$ cat src/rtl/barcode_id_decoder.sv
// barcode_id_decoder
//   Turns the serial barcode strip seen by the optical sensor into an 8-bit
//   station ID. Each frame is one start bit and then 8 data bits, MSB first.
//   Every bit begins with a falling edge. The low time of the start bit (T)
//   sets the sample point for the data bits: each data bit is sampled T cycles
//   after its own falling edge.
//
// Ports
//   clk        : system clock
//   rst_n      : asynchronous active-low reset
//   BC         : raw barcode input, asynchronous, idles high
//   clr_ID_vld : consumer acknowledge, clears ID_vld
//   ID         : last valid decoded station ID
//   ID_vld     : ID holds a new valid ID that has not been acknowledged
//
// State        | meaning
// -------------+------------------------------------------------------------
// IDLE         | waiting for the falling edge that opens a start bit
// START_LOW    | measuring the start-bit low time T
// WAIT_FALL    | waiting for the falling edge of the next data bit
// SAMPLE_WAIT  | counting up to T after a data-bit edge, then sampling
module barcode_id_decoder #(
    parameter int TIMER_W = 22
) (
    input  logic       clk,
    input  logic       rst_n,
    input  logic       BC,
    input  logic       clr_ID_vld,
    output logic [7:0] ID,
    output logic       ID_vld
);

    typedef enum logic [1:0] {
        IDLE        = 2'd0,
        START_LOW   = 2'd1,
        WAIT_FALL   = 2'd2,
        SAMPLE_WAIT = 2'd3
    } state_t;

    localparam logic [TIMER_W-1:0] CNT_MAX = '1;
    localparam logic [TIMER_W-1:0] CNT_ONE = TIMER_W'(1);

    state_t               state_q, state_d;
    logic                 bc_meta_q, bc_s_q, bc_prev_q;
    logic [TIMER_W-1:0]   cnt_q, cnt_d;
    logic [TIMER_W-1:0]   t_q, t_d;
    logic [2:0]           bit_cnt_q, bit_cnt_d;
    logic [7:0]           shift_q, shift_d;
    logic                 done_q, done_d;
    logic [7:0]           id_q, id_d;
    logic                 id_vld_q, id_vld_d;
    logic                 fall;

    assign fall   = bc_prev_q & ~bc_s_q;
    assign ID     = id_q;
    assign ID_vld = id_vld_q;

    // Synchronisers reset to the idle-high level so release of reset never
    // looks like a falling edge.
    always_ff @(posedge clk or negedge rst_n) begin
        if (!rst_n) begin
            bc_meta_q <= 1'b1;
            bc_s_q    <= 1'b1;
            bc_prev_q <= 1'b1;
        end else begin
            bc_meta_q <= BC;
            bc_s_q    <= bc_meta_q;
            bc_prev_q <= bc_s_q;
        end
    end

    always_ff @(posedge clk or negedge rst_n) begin
        if (!rst_n) begin
            state_q   <= IDLE;
            cnt_q     <= '0;
            t_q       <= '0;
            bit_cnt_q <= 3'd0;
            shift_q   <= 8'h00;
            done_q    <= 1'b0;
            id_q      <= 8'h00;
            id_vld_q  <= 1'b0;
        end else begin
            state_q   <= state_d;
            cnt_q     <= cnt_d;
            t_q       <= t_d;
            bit_cnt_q <= bit_cnt_d;
            shift_q   <= shift_d;
            done_q    <= done_d;
            id_q      <= id_d;
            id_vld_q  <= id_vld_d;
        end
    end

    // cnt_q doubles as the start-bit timer, the inter-edge gap timer and the
    // sample timer; only one of those is ever running at a time.
    always_comb begin
        state_d   = state_q;
        cnt_d     = cnt_q;
        t_d       = t_q;
        bit_cnt_d = bit_cnt_q;
        shift_d   = shift_q;
        done_d    = 1'b0;

        case (state_q)
            IDLE: begin
                if (fall) begin
                    cnt_d     = CNT_ONE;
                    bit_cnt_d = 3'd0;
                    state_d   = START_LOW;
                end
            end
            START_LOW: begin
                if (bc_s_q) begin
                    t_d     = cnt_q;
                    cnt_d   = '0;
                    state_d = WAIT_FALL;
                end else if (cnt_q == CNT_MAX) begin
                    state_d = IDLE;
                end else begin
                    cnt_d = cnt_q + CNT_ONE;
                end
            end
            WAIT_FALL: begin
                if (fall) begin
                    cnt_d   = CNT_ONE;
                    state_d = SAMPLE_WAIT;
                end else if (cnt_q == CNT_MAX) begin
                    state_d = IDLE;
                end else begin
                    cnt_d = cnt_q + CNT_ONE;
                end
            end
            SAMPLE_WAIT: begin
                // Edges inside the bit are ignored; only the level at cnt==T counts.
                if (cnt_q == t_q) begin
                    shift_d   = {shift_q[6:0], bc_s_q};
                    bit_cnt_d = bit_cnt_q + 3'd1;
                    if (bit_cnt_q == 3'd7) begin
                        done_d  = 1'b1;
                        state_d = IDLE;
                    end else begin
                        cnt_d   = '0;
                        state_d = WAIT_FALL;
                    end
                end else begin
                    cnt_d = cnt_q + CNT_ONE;
                end
            end
            default: state_d = IDLE;
        endcase
    end

    // A completed frame with a valid prefix beats a simultaneous acknowledge.
    always_comb begin
        id_d     = id_q;
        id_vld_d = id_vld_q;
        if (done_q && (shift_q[7:6] == 2'b00)) begin
            id_d     = shift_q;
            id_vld_d = 1'b1;
        end else if (clr_ID_vld) begin
            id_vld_d = 1'b0;
        end
    end

endmodule

$ cat config.mk
export PLATFORM = sky130hd
export DESIGN_NAME = barcode_id_decoder
export DESIGN_NICKNAME = d
export VERILOG_FILES = /design/src/rtl/barcode_id_decoder.sv
export SDC_FILE = /design/constraint.sdc
export NUM_CORES = 1
export LEC_CHECK = 0
export ABC_AREA = 1
export CAP_MARGIN = 20
export CORE_UTILIZATION = 35
export CTS_CLUSTER_SIZE = 10
export DETAILED_ROUTE_END_ITERATION = 16
export GPL_TIMING_DRIVEN = 0
export PLACE_DENSITY = 0.57
export SLEW_MARGIN = 40
export SYNTH_ARGS = -nofsm -noshare
export SYNTH_HDL_FRONTEND = slang
export SYNTH_SLANG_ARGS = --single-unit
$ cat constraint.sdc
create_clock -name clk -period 2.2 [get_ports clk]
set_input_delay 0.33 -clock clk [delete_from_list [all_inputs] [get_ports clk]]
set_output_delay 0.33 -clock clk [all_outputs]
set_load 0.005 [all_outputs]
# == Yosys cells after proc, flatten, opt, wreduce, memory -nomap -nowiden ==
# Cells that the tools add are included.
# Widths: inputs -> output; s select.
# word_totals
regBits,70
word_cells,56
# classes
add_sub_neg,2
eq_ne,9
mux,22
bitwise_logic,2
reduce_logical,10
# op_table
cell,count
$mux 22,6
$pmux 22 s4,1
$add 22x1->22 const B,1
$eq 22x22->1,1
$eq 22x22->1 const B,1
$mux 2,6
$pmux 2 s4,1
$reduce_and 2->1,4
$mux 3,2
$pmux 3 s2,1
$mux 1,5
$eq 2x2->1 const B,2
$logic_not 2->1,2
$ne 2x2->1 const B,2
$reduce_bool 2->1,2
$add 3x1->3 const B,1
$eq 3x3->1 const B,1
$ne 3x3->1 const B,1
$reduce_and 3->1,1
$eq 2x1->1 const B,1
$and 1x1->1,1
$logic_and 1x1->1,1
$not 1->1,1

# == Longest topological paths before layout ==
# logic_depth
word_depth,4
mapped_depth,15
mapped_depth_nobuf,13

# == Worst setup path before layout ==
# No wires, ideal clock.
# synth_path
path_kind,register to register
start,register cnt_q[0]
end,register cnt_q[20]
setup_time_ps,116
t_arrival_ps,1631
slack_ps,453
path_stages_with_launch,13
synth_period_minus_slack_ps,1747
path_cell_list,dfrtp_1 ha_1 nand2_2 nor2_1 inv_1 nor2_2 nand2_1 nor2_2 nand2_1 o21ai_0 nand3_1 nand2_1 nand2_1
# synth_between
elab_chain_len,4
elab_cells_between_ends,10
# synth_rtl
item,line_no,text
start: declaration,45,"logic [TIMER_W-1:0] cnt_q, cnt_d;"
start signal: assignment,84,cnt_q <= cnt_d;
$add 22x1->22 / $eq 22x22->1 (equally long branches),--,
$mux 22,"117, 127",
"$mux 22, on equally long branches","124, 113",
$pmux 22 s4,104,case (state_q)
# Several ways; a longest one is shown, not always the timed one.
# A chain may end at the register's enable or synchronous reset.

# == Final worst setup path ==
# layout_path
start,register cnt_q[1]
end,register cnt_q[19]
# The elaborated chain is that of the path after synthesis.

==> impl_summary.log <==
[metrics] Post-route DRC: 0
[metrics] clk buf depth: 2
[metrics] final weighted congestion of routability-driven global placement: 0.907
[metrics] Clock transition at path regs: 0.06 ns
[metrics] TritonCTS clock tree: done
[metrics] number of antenna violations at the first check in global routing: 0
[metrics] final number of hold-violating endpoints: 0
[metrics] Hold EP: bc_s_q
[metrics] standby leakage power: 2.45 nW
[metrics] net count after synthesis: 624
[metrics] highest clock rate: 487 MHz
[metrics] top post-synthesis cells by count: nand2_1 (224), inv_1 (81), dfrtp_1 (67)
[metrics] half-perimeter wire length of the detailed placement result: 7800 um
[metrics] setup slack, reg-to-reg: 0.15 ns
[metrics] Detailed Routing Iterations Pass 1: 5
[metrics] count of boundary I/O pins: 13
[metrics] required time of the critical path: 2.48 ns
[metrics] leading post-synthesis cells by cell area: dfrtp_1 (39%), nand2_1 (20%), inv_1 (7.1%)
[metrics] worst min path class: register to register
[metrics] number of standard cells after synthesis: 617
[metrics] master cell of the clock root buffer: clkbuf_16
[metrics] most used standard cell by instance count after synthesis: nand2_1
[metrics] DRC marker count from the first detailed-route iteration: 224
[metrics] Antenna Nets Post-Route: 0
[metrics] setup clock skew after layout: 0.00838 ns
[metrics] Worst R2R End: cnt_q[19]
[metrics] net count reported at finish: 653
[metrics] YS warnings: 0
[metrics] chain of cells forming the critical path: ha_4, nand2_2, nor2_1, nand4_1, nor2_4, nand2_2, buf_6, nand2_1, nand3_1, nand2_1, inv_1, nand3_2
[metrics] clock network latency to the later pin of the worst-skew pair: 0.34 ns
[metrics] Total Wirelength: 10,600 um
[metrics] Power Total: 4.56 mW
[metrics] data arrival time of the critical path: 2.34 ns
[metrics] wire length of the first global-routing pass: 18,000 um
[metrics] clock net sink count: 70
[metrics] Crit Path Category: register to register
[metrics] total standard cell area after synthesis: 4270 um2
[metrics] register area share after synthesis: 41.2%
[metrics] crit path max fanout: 10
[metrics] number of vias in the routed layout: 3,800
[metrics] number of buffers created by CTS: 9
[metrics] critical path endpoint category: register
[metrics] cell with the largest stage delay on the worst path: dfrtp_2
[metrics] number of diodes: 0
[metrics] share of layout cells above drive strength 1: 13.4%
[metrics] count of buffers from port buffering: 12
[metrics] buffers plus inverters on the worst setup path: 2
[metrics] routed wirelength normalized by instance count: 13.4 um
[metrics] floorplan die area: 12,600 um2
[metrics] post-detailed-route via-to-cell ratio: 4.79
[metrics] async set or reset register ratio after synthesis: 100%
[metrics] source of the worst register-to-register timing path: cnt_q[1]
[metrics] number of cells traversed by the worst hold path: 0
[metrics] max-cap check violation count: 0
[metrics] number of endpoints failing setup at the final stage: 0
[metrics] peak supply drop: 0.401 mV
[metrics] Hold Startpoint: bc_meta_q
[metrics] floorplan die height: 112 um
[metrics] count of different cell masters after synthesis: 30
[metrics] most frequently used flop master after synthesis: dfrtp_1
[metrics] maximum single-stage delay on the critical path: 0.42 ns
[metrics] EDFF count, synth: 0
[metrics] total track usage: 18.5%
[metrics] largest delay contributor family on the critical path: simple AND/OR/NAND/NOR gates
[metrics] Synth area leader: dfrtp_1
[metrics] total negative slack: 0 ns
[metrics] length in cells of the worst reg-to-reg path: 12
[metrics] Avg Synthesized Cell Area: 6.91 um2
[metrics] outcome: finished, final reports clean
[metrics] overflow left after global routing: 0
[metrics] area fraction of the dominant cell type after synthesis: 39.3%
[metrics] period utilisation layout: 93.4%
[metrics] H-tree levels: 3
[metrics] starting density of the core: 36.6%
[metrics] final period demand of the worst path: 2.05 ns
[metrics] transition at the pin with the smallest max-transition slack: 0.534 ns
[metrics] RSZ-0062 raised after global routing: yes
[metrics] core area: 11,700 um2
[metrics] horizontal die dimension: 112 um
[metrics] synthesis-stage register bit count: 70
[metrics] element type at the critical path start: register
[metrics] number of global-route vias before repair: 3,708
[metrics] row count: 39
[metrics] post-layout util: 42.5%
[metrics] areal power density over the cells: 920 nW/um2
[metrics] largest net degree at the start of global routing: 42
[metrics] final number of max-transition violations: 0
[metrics] Syn-to-layout area delta: 16.3%
[metrics] Relative slew margins: 64.4%
[worst max-delay path by stage]
stage	from	end	slack, ns	cells past startpoint
3_5_place_dp	cnt_q[0]	cnt_q[19]	-0.10	12
3_3_place_gp	rst_n	ID[6]	-1.71	1
4_1_cts	cnt_q[0]	cnt_q[20]	0.02	13
5_1_grt	cnt_q[1]	cnt_q[19]	-0.04	12
2_1_floorplan	cnt_q[0]	cnt_q[20]	0.45	12
6_report	cnt_q[1]	cnt_q[19]	0.15	12
[state kept, by name (all words and copies together), names as in the netlist]
name / cells
ID_vld: 1
bc_s_q: 1
cnt_q: 22
t_q: 22
state_q: 2
bc_meta_q: 1
shift_q: 8
bit_cnt_q: 3
ID: 8
done_q: 1
bc_prev_q: 1
[power breakdown]
group | total (mW) | switching [mW] | leakage [nW] | internal (mW)
Sequential | 1.55 | 0.111 | 0.949 | 1.44
Combinational | 1.51 | 1.03 | 1.35 | 0.483
Clock | 1.50 | 0.604 | 0.151 | 0.893
[cells by family after synthesis]
group / after synthesis / synth area share (%)
flip-flops: 70 / 41.2
XOR/XNOR: 12 / 2.46
AO/OA/AOI/OAI: 56 / 6.72
adder cells (fa/ha/maj): 3 / 0.880
buffers and inverters: 113 / 11.6
AND/OR/NAND/NOR: 363 / 37.1
[timing repair]
action,4_1_cts,5_1_grt
cloned,0,0
hold buffers,1,0
endpoints found under the hold margin,26,0
setup buffers,0,4
setup endpoints to repair,9,23
resized for setup,2,9
pin swaps,0,1
[final cells by class]
type	instances	area, um2
fillers	1174	6700
multi-input cells	434	2040
flip-flops and latches	70	1760
inverters	91	342
clock buffers	9	225
repair buffers	18	181
well taps	143	179
plain buffers	22	158
clock inverters	7	78.8
[metrics by stage]
stage | hold slack (ns) | instances | worst slack [ns] | area, um2
final | 0.356 | 794 | 0.145 | 4960
after detailed placement | 0.228 | 773 | -0.101 | 4590
after global placement | 0.347 | 772 | -1.71 | 4560
after floorplan | 0.0344 | 617 | 0.453 | 4270
after CTS | 0.357 | 790 | 0.0192 | 4900
after global routing | 0.358 | 794 | -0.0392 | 4960
[cells in the final DEF, fill, tap and decap left out, drive strengths merged, types with 11 or more instances in the layout]
cell	Yosys	routed
buf	17	23
clkbuf	5	14
clkdlybuf4s50	0	11
dfrtp	67	67
inv	90	94
nand2	233	233
nand3	52	52
nor2	58	58
o21ai	54	54
xor2	12	12
[worst reg2reg max path: stages, from the launching register on]
cell,delay [ns]
dfrtp_2,0.42
ha_4,0.18
nand2_2,0.08
nor2_1,0.13
nand4_1,0.26
nor2_4,0.20
nand2_2,0.16
buf_6,0.20
nand2_1,0.10
nand3_1,0.09
nand2_1,0.08
inv_1,0.05
nand3_2,0.05
[routing by layer]
metal | vias to the layer above | share of wire [%] | track usage, %
li1 | 1963 | - | -
met1 | 1740 | 49 | 24.2
met2 | 80 | 45 | 30.0
met3 | 17 | 3.8 | 3.56
met4 | 0 | 2.1 | 7.91
met5 | - | 0 | 0
(Power assumes the default switching activity.)
